$ cat config.mk
export PLATFORM = sky130hd
export DESIGN_NAME = uart_rx
export DESIGN_NICKNAME = d
export VERILOG_FILES = /design/src/rtl/parity_pkg.sv /design/src/rtl/uart_pkg.sv /design/src/rtl/uart_baud_tick.sv /design/src/rtl/uart_rx.sv
export SDC_FILE = /design/constraint.sdc
export NUM_CORES = 1
export LEC_CHECK = 0
export CORE_UTILIZATION = 35
export CTS_CLUSTER_DIAMETER = 150
export DETAILED_ROUTE_END_ITERATION = 16
export PLACE_DENSITY_LB_ADDON = 0.12
export SLEW_MARGIN = 5
export SYNTH_ARGS = -nofsm -noshare
export SYNTH_HDL_FRONTEND = slang
export SYNTH_SLANG_ARGS = --single-unit
$ cat constraint.sdc
create_clock -name clk -period 2.3 [get_ports clk]
set_input_delay 0.69 -clock clk [delete_from_list [all_inputs] [get_ports clk]]
set_output_delay 0.69 -clock clk [all_outputs]
set_load 0.02 [all_outputs]
$ cat src/rtl/parity_pkg.sv
// parity_pkg: shared parity mode type and expected-parity helper
package parity_pkg;
  typedef enum logic {ODD = 1'b0, EVEN = 1'b1} parity_mode_e;
  function automatic logic parity_bit(input logic [7:0] d, input parity_mode_e m);
    return (m == EVEN) ? ^d : ~^d;
  endfunction
endpackage

$ cat src/rtl/uart_pkg.sv
// uart_pkg: shared UART receiver state encoding
package uart_pkg;
  typedef enum logic [2:0] {IDLE, START, DATA, PARITY, STOP, WAIT_HIGH} rx_state_e;
endpackage

$ cat src/rtl/uart_baud_tick.sv
// uart_baud_tick: free-running bit-period counter with half-bit and full-bit ticks
module uart_baud_tick #(
  parameter int CLKS_PER_BIT = 16
) (
  input  logic                            clk,
  input  logic                            rst,
  input  logic                            restart,
  output logic [$clog2(CLKS_PER_BIT)-1:0] cnt,
  output logic                            half_tick,
  output logic                            full_tick
);
  localparam int W = $clog2(CLKS_PER_BIT);
  assign half_tick = cnt == W'(CLKS_PER_BIT / 2 - 1);
  assign full_tick = cnt == W'(CLKS_PER_BIT - 1);
  always_ff @(posedge clk or posedge rst)
    if (rst) cnt <= '0;
    else     cnt <= (restart || full_tick) ? '0 : cnt + W'(1);
endmodule

$ cat src/rtl/uart_rx.sv
// uart_rx: 8N1/8P1 UART receiver with valid/ready output and error flags
module uart_rx import uart_pkg::*, parity_pkg::*; #(
  parameter int CLKS_PER_BIT = 16,
  parameter int SYNC_STAGES  = 2
) (
  input  logic         clk,
  input  logic         rst,
  input  logic         rx_i,
  input  logic         parity_en_i,
  input  parity_mode_e parity_mode_i,
  output logic [7:0]   data_o,
  output logic         valid_o,
  input  logic         ready_i,
  output logic         parity_err_o,
  output logic         frame_err_o,
  output logic         overrun_o
);
  logic [SYNC_STAGES-1:0]          sync;
  logic                            rx_s, rx_prev, fall, restart, done;
  logic                            half_tick, full_tick, unused_tick;
  logic [$clog2(CLKS_PER_BIT)-1:0] tick_cnt;
  logic [2:0]                      bit_cnt;
  logic [7:0]                      shreg;
  logic                            par_en, par_err;
  parity_mode_e                    par_mode;
  rx_state_e                       state, state_n;
  assign rx_s        = sync[SYNC_STAGES-1];
  assign fall        = rx_prev && !rx_s;
  assign restart     = state == IDLE && fall;
  assign done        = state == STOP && half_tick;
  assign unused_tick = ^{tick_cnt, full_tick};
  uart_baud_tick #(.CLKS_PER_BIT(CLKS_PER_BIT)) u_tick (
    .clk(clk), .rst(rst), .restart(restart),
    .cnt(tick_cnt), .half_tick(half_tick), .full_tick(full_tick)
  );
  always_comb begin
    state_n = state;
    case (state)
      IDLE:      state_n = fall ? START : IDLE;
      START:     state_n = half_tick ? (rx_s ? IDLE : DATA) : START;
      DATA:      state_n = (half_tick && bit_cnt == 3'd7) ? (par_en ? PARITY : STOP) : DATA;
      PARITY:    state_n = half_tick ? STOP : PARITY;
      STOP:      state_n = half_tick ? (rx_s ? IDLE : WAIT_HIGH) : STOP;
      WAIT_HIGH: state_n = rx_s ? IDLE : WAIT_HIGH;
      default:   state_n = IDLE;
    endcase
  end
  always_ff @(posedge clk or posedge rst)
    if (rst) begin
      sync         <= '1;
      rx_prev      <= 1'b1;
      state        <= IDLE;
      bit_cnt      <= '0;
      shreg        <= '0;
      par_en       <= 1'b0;
      par_mode     <= ODD;
      par_err      <= 1'b0;
      data_o       <= '0;
      valid_o      <= 1'b0;
      parity_err_o <= 1'b0;
      frame_err_o  <= 1'b0;
      overrun_o    <= 1'b0;
    end else begin
      sync      <= SYNC_STAGES'({sync, rx_i});
      rx_prev   <= rx_s;
      state     <= state_n;
      overrun_o <= done && valid_o && !ready_i;
      if (restart) begin
        par_en   <= parity_en_i;
        par_mode <= parity_mode_i;
        par_err  <= 1'b0;
        bit_cnt  <= '0;
      end
      if (state == DATA && half_tick) begin
        shreg   <= {rx_s, shreg[7:1]};
        bit_cnt <= bit_cnt + 3'd1;
      end
      if (state == PARITY && half_tick) par_err <= rx_s != parity_bit(shreg, par_mode);
      // a completing byte may reuse the slot being handed off this same cycle
      if (done && (!valid_o || ready_i)) begin
        data_o       <= shreg;
        parity_err_o <= par_err;
        frame_err_o  <= !rx_s;
        valid_o      <= 1'b1;
      end else if (ready_i) valid_o <= 1'b0;
    end
endmodule

==> reports/metrics.csv, run 1 <==
stage;metric;value;unit
yosys;post-synth top area share;52.3;%
timing;Slew Limit Fails;0;
detailed_routing;Total Wirelength;2.68;mm
setup_path;Worst Reg-to-Reg Cells;4;
yosys;Synth cell types;34;
detailed_routing;vias per inst;4.97;
global_routing;largest net degree at the start of global routing;37;
die;Initial Utilization;36.3;%
global_routing;gr usage total;13.1;%
finish;most common cell after layout, fill and taps aside;dfrtp_1;
die;die area;4790;µm²
detailed_routing;Post-route DRC;0;
yosys;Syn Area/Cell;12.6;µm²
timing;Worst Skew;3.76;ps
place;Cell Area, Placed;1780;µm²
finish;highest-count cells in the layout ignoring fill and taps;dfrtp_1 (33), clkdlybuf4s50_1 (17), mux2_2 (14);
clocking;Clock Tree Buf Depth;2;
yosys;ys async rst share;100;%
yosys;ys flop type;dfrtp_1;
clocking;CTS Root Buffer Type;clkbuf_8;
die;Die W;69.2;µm
finish;Layout area overhead;18.4;%
clocking;CTS Hold Bufs;0;
setup_path;Crit Path Max Fanout;15;
clocking;post_cts resized;0;
detailed_routing;antenna-violating nets left;0;
yosys;Yosys warnings;0;
yosys;synthesized cell area;1580;µm²
global_routing;vias in the first global route;1041;
yosys;sequential area share after synthesis;57.2;%
hold_path;WHS Path Cells;0;
clocking;setup bufs post-CTS;0;
die;Core Area;4350;µm²
global_routing;initial antenna violation count;0;
finish;layout cells sized above 1;20.4;%
die;Die Y;69.2;µm
timing;# setup viols final;0;
clocking;depth of the CTS H-tree;2;
yosys;cell taking the most area after synthesis;dfrtp_1;
yosys;synth top area cells;dfrtp_1 (52%), mux2_2 (10%), dfstp_2 (5.0%);
setup_path;Worst R2R Setup Slack;340;ps
finish;post-route cell area;1870;µm²
detailed_routing;average wire per standard cell;13.5;µm
global_routing;first-pass GRT wire length;4.89;mm
place;Buffers on Ports;17;
detailed_routing;DR pass1 iterations;5;
setup_path;worst path arrival time;2130;ps
yosys;syn nets;134;
clocking;Num CTS Buffers;5;
detailed_routing;1st-iter DRT viols;43;
yosys;EDFF count, synth;0;
die;I/O Pins;18;
clocking;Skew-Pair Late Insertion Delay;280;ps
yosys;flops & latches, synth;36;
timing;f_max;0.509;GHz
finish;Final #Nets;155;
timing;Tmin final;1960;ps
power;Pwr per Cell Area;845;nW/µm²
status;status;completed;
yosys;Synth Instances;125;
timing;final hold vios;0;
clocking;CTS sink cnt;36;
timing;period utilization;85.4;%
setup_path;Setup crit end kind;flop;
place;post-DP HPWL;1.79;mm
die;# rows;24;
hold_path;hold crit path type;flop to flop;
timing;Slew HR;56.7;%
setup_path;Setup Crit Path Kind;flop to flop;
timing;Slew @ Worst Pin;650;ps
timing;setup TNS;0;ps
setup_path;Worst Setup Start Kind;flop;
clocking;CTS tree;built;
power;Leak;0.874;nW
job;Max-cap violations;0;
power;worst vdd ir;0.290;mV
clocking;clk slew on worst S/H paths;70;ps
finish;Ant. Diodes;0;
global_routing;global route overflow;0;
place;Final GP Congestion;0.682;
setup_path;worst path required time;2470;ps
detailed_routing;vias post-DR;989;
timing;RSZ-0062 raised after global routing;false;
-- synthesized netlist by cell type (3+ instances only) --
cell type   n
o21ai_0     8
nor2_1      5
mux2_2     14
dfstp_2     3
dfrtp_1    33
xnor2_1     8
nand2_1    12
ha_1        3
mux2_4      3
nand3_1     6
inv_1       4
-- through the flow --
stage          util [%]  hold WS (ps)  setup slack [ps]  cells  power, mW
4_1_cts            43.0           362               325    199       1.60
5_1_grt            43.0           367               210    199       1.69
6_report           43.0           361               335    199       1.58
2_1_floorplan         -           345               565    125       1.10
3_5_place_dp       40.9           352               273    191       1.14
3_3_place_gp       40.9           346               299    191       1.12
-- kinds of logic (layout without fill, tap and decap cells) --
logic type                 Yosys count  after routing  synth area share (%)
and+or+nand+nor                     37             37                  12.4
DFF                                 36             36                  57.2
muxes                               17             17                  12.8
AOI/OAI and AO/OA                   14             14                  5.15
xor gates and xnor gates             9              9                  5.86
buffers and inverters                9             31                  4.12
adders and majority gates            3              3                  2.38
-- registers in the layout (all words and copies together) (netlist names) --
| register | cells |
|---|---|
| data_o | 8 |
| shreg | 8 |
| u_tick.cnt | 4 |
| bit_cnt | 3 |
| state | 3 |
| sync | 2 |
| frame_err_o | 1 |
| overrun_o | 1 |
| par_en | 1 |
| par_err | 1 |
| par_mode | 1 |
| parity_err_o | 1 |
| rx_prev | 1 |
| valid_o | 1 |
-- critical path: stages (launching register included) --
cell and delay, ps:
dfrtp_1 390, ha_1 280, nand3b_2 120, or3_1 650, mux2_4 400
-- worst paths after layout --
check	start	to
worst max-delay path	u_tick.cnt[0]	shreg[5]
worst min-delay path	sync[0]	sync[1]
worst max register to register	u_tick.cnt[0]	shreg[5]
worst min register to register	sync[0]	sync[1]
max in group asynchronous	rst	sync[0]
min in group asynchronous	rst	par_en
-- cell type report --
cell class / instances / area, µm²
Fill cell: 404 / 2480
Tap cell: 52 / 65.1
Sequential cell: 36 / 905
Timing Repair Buffer: 19 / 185
Clock buffer: 8 / 90.1
Inverter: 4 / 15.0
Multi-Input combinational cell: 80 / 611
-- where the power goes --
group / total (mW) / switching (mW) / internal, mW
registers: 0.837 / 0.106 / 0.731
logic: 0.293 / 0.136 / 0.157
clock network: 0.450 / 0.206 / 0.244
-- metal layers --
layer	wire length, µm	vias to the layer above	global-route usage (%)
met5	0	-	0
met4	47	0	5.44
met3	135	7	4.51
met2	1200	24	20.2
met1	1290	483	16.8
li1	-	475	-
Power figures use the tool's default switching activity.
==> inputs of run 2 (changes only) <==
- SLEW_MARGIN: 5 -> 20
- clock period: 2.3 -> 1.7 ns (I/O delays scaled with it)
==> reports/metrics.csv, run 2 (synthesis gave the netlist of run 1 again) <==
stage;metric;value;unit;change
status;status;completed;;
setup_path;Worst Setup Start Kind;flop;;
clocking;Clock Tree Buf Depth;2;;unchanged
setup_path;Worst path max stage delay;390;ps;-260 ps
timing;final hold vios;0;;unchanged
place;placed insts;196;;+2.6%
detailed_routing;DR pass1 iterations;4;;-1
clocking;CTS Root Buffer Type;clkbuf_8;;
detailed_routing;1st-iter DRT viols;61;;+42%
power;Pwr per Cell Area;1160;nW/µm²;+38%
setup_path;worst-path cell chain;ha_4, nand3b_2, or3_4, buf_8, mux2_4;;
clocking;Skew-Pair Late Insertion Delay;280;ps;about the same
finish;Post-Layout Cell Count;205;;+3.0%
global_routing;first-pass GRT wire length;4.60;mm;-5.9%
clocking;clk slew on worst S/H paths;70;ps;about the same
finish;Filler cells;391;;-3.2%
finish;highest-count cells in the layout ignoring fill and taps;dfrtp_1 (33), mux2_2 (14), nand2_1 (12), dlygate4sd2_1 (12);;
timing;Slew @ Worst Pin;319;ps;-331 ps
finish;Final Util;44.9;%;+1.9 points
timing;Slew Limit Fails;0;;unchanged
detailed_routing;average wire per standard cell;13.3;µm;-1.1%
setup_path;Worst Reg-to-Reg Cells;5;;+1
clocking;CTS Hold Bufs;0;;unchanged
die;I/O Pins;18;;unchanged
place;Final GP Congestion;0.703;;+3.0%
detailed_routing;vias post-DR;983;;-0.61%
timing;# setup viols final;0;;unchanged
clocking;CTS sink cnt;36;;unchanged
setup_path;origin of the critical flop-to-flop path;u_tick.cnt[1];;
job;Max-cap violations;0;;unchanged
setup_path;R2R Path End;shreg[4];;
die;Initial Utilization;36.3;%;unchanged
die;Die Y;69.2;µm;unchanged
power;worst vdd ir;0.343;mV;+18%
detailed_routing;Total Wirelength;2.73;mm;+1.9%
die;Core Area;4350;µm²;unchanged
setup_path;Crit Path Max Fanout;15;;unchanged
timing;RSZ-0062 raised after global routing;false;;
place;post-DP HPWL;1.86;mm;+3.7%
clocking;Num CTS Buffers;5;;unchanged
finish;most common cell after layout, fill and taps aside;dfrtp_1;;
setup_path;Setup crit end kind;flop;;
detailed_routing;vias per inst;4.80;;-3.5%
finish;Final #Nets;161;;+3.9%
die;# rows;24;;unchanged
global_routing;initial antenna violation count;0;;unchanged
die;die area;4790;µm²;unchanged
hold_path;hold crit path type;flop to flop;;
timing;f_max;0.606;GHz;+19%
clocking;depth of the CTS H-tree;2;;unchanged
timing;Final WS setup;48.6;ps;-287 ps
detailed_routing;Post-route DRC;0;;unchanged
detailed_routing;antenna-violating nets left;0;;unchanged
hold_path;WHS Path Cells;0;;unchanged
place;Buffers on Ports;17;;unchanged
global_routing;global route overflow;0;;unchanged
timing;Worst Skew;3.81;ps;+0.0559 ps
timing;period utilization;97.1;%;+12 points
place;pre-CTS setup slack;-118;ps;-392 ps
finish;Ant. Diodes;0;;unchanged
setup_path;slowest stage cell, crit path;dfrtp_1;;
timing;setup TNS;0;ps;unchanged
finish;layout cells sized above 1;26.1;%;+5.7 points
finish;largest registers;data_o x8, shreg x8, u_tick.cnt x4;;
setup_path;worst path required time;1870;ps;-600 ps
global_routing;vias in the first global route;996;;-4.3%
die;Die W;69.2;µm;unchanged
setup_path;Setup Crit Path Kind;flop to flop;;
setup_path;worst path arrival time;1820;ps;-310 ps
timing;Slew HR;78.5;%;+22 points
hold_path;Hold Crit Start;sync[0];;
clocking;CTS tree;built;;
timing;Tmin final;1650;ps;-313 ps
global_routing;largest net degree at the start of global routing;37;;unchanged
global_routing;gr usage total;12.4;%;-0.71 points
hold_path;hold-critical path endpoint;sync[1];;
power;Leak;0.983;nW;+12%
setup_path;Worst R2R Setup Slack;50;ps;-290 ps
finish;Layout area overhead;23.6;%;
==> run 2: cell types whose count changed in the layout (fill, tap and decap cells not counted), sizes merged <==
cell	delta
clkbuf	-2
clkinv	+2
clkdlybuf4s50	-12
dlygate4sd2	+12
buf	+6
==> run 2: report_power, final <==
part	leakage (nW)	switching, mW	internal (mW)
logic	0.454	0.227	0.288
clock network	0.0510	0.299	0.323
registers	0.477	0.142	0.990
==> run 2: worst max-delay path by stage <==
stage / cells after the start / to / startpoint / slack, ps
6_report: 5 / shreg[4] / u_tick.cnt[1] / 50
5_1_grt: 5 / shreg[4] / u_tick.cnt[1] / 10
4_1_cts: 5 / shreg[4] / u_tick.cnt[1] / 20
3_5_place_dp: 5 / data_o[6] / ready_i / -120
3_3_place_gp: 5 / data_o[4] / ready_i / -100
2_1_floorplan: 6 / shreg[4] / u_tick.cnt[0] / 20
==> run 2: what timing repair did <==
action / CTS / global route
gates resized for setup: 12 / 3
setup endpoints to repair: 13 / 7
buffers inserted: 1 / 0
==> run 2: metrics by stage <==
stage | instance area, µm² | hold WS, ps | total power, mW
after CTS | 1940 | 359 | 2.28
after global routing | 1950 | 363 | 2.40
after detailed placement | 1860 | 349 | 1.64
final | 1950 | 359 | 2.27
after floorplan | 1590 | 345 | 1.51
after global placement | 1860 | 349 | 1.61
==> run 2: metal layers <==
metal  share of wire, %  vias up  GRT usage (%)  wire length (µm)
met3                3.2        7           4.07                88
met2                 45       16           18.3              1230
met5                  0        -              0                 0
li1                   -      483              -                 -
met4                1.8        0           5.44                49
met1                 50      477           16.5              1360
==> run 2: layout make-up <==
cell class	instances	area [µm²]	area share, %
flip-flops and latches	36	905	46.3
well taps	52	65.1	3.33
inverters	4	15.0	0.769
multi-input cells	80	628	32.2
clock inverters	2	10.0	0.512
repair buffers	25	248	12.7
clock buffers	6	82.6	4.23
==> run 2: critical path: cells and delay by family (launching register included) <==
family | cells | cell delay (ps)
muxes | 1 | 300
and+or+nand+nor | 2 | 500
DFF | 1 | 390
adders and majority gates | 1 | 180
buffers and inverters | 1 | 160
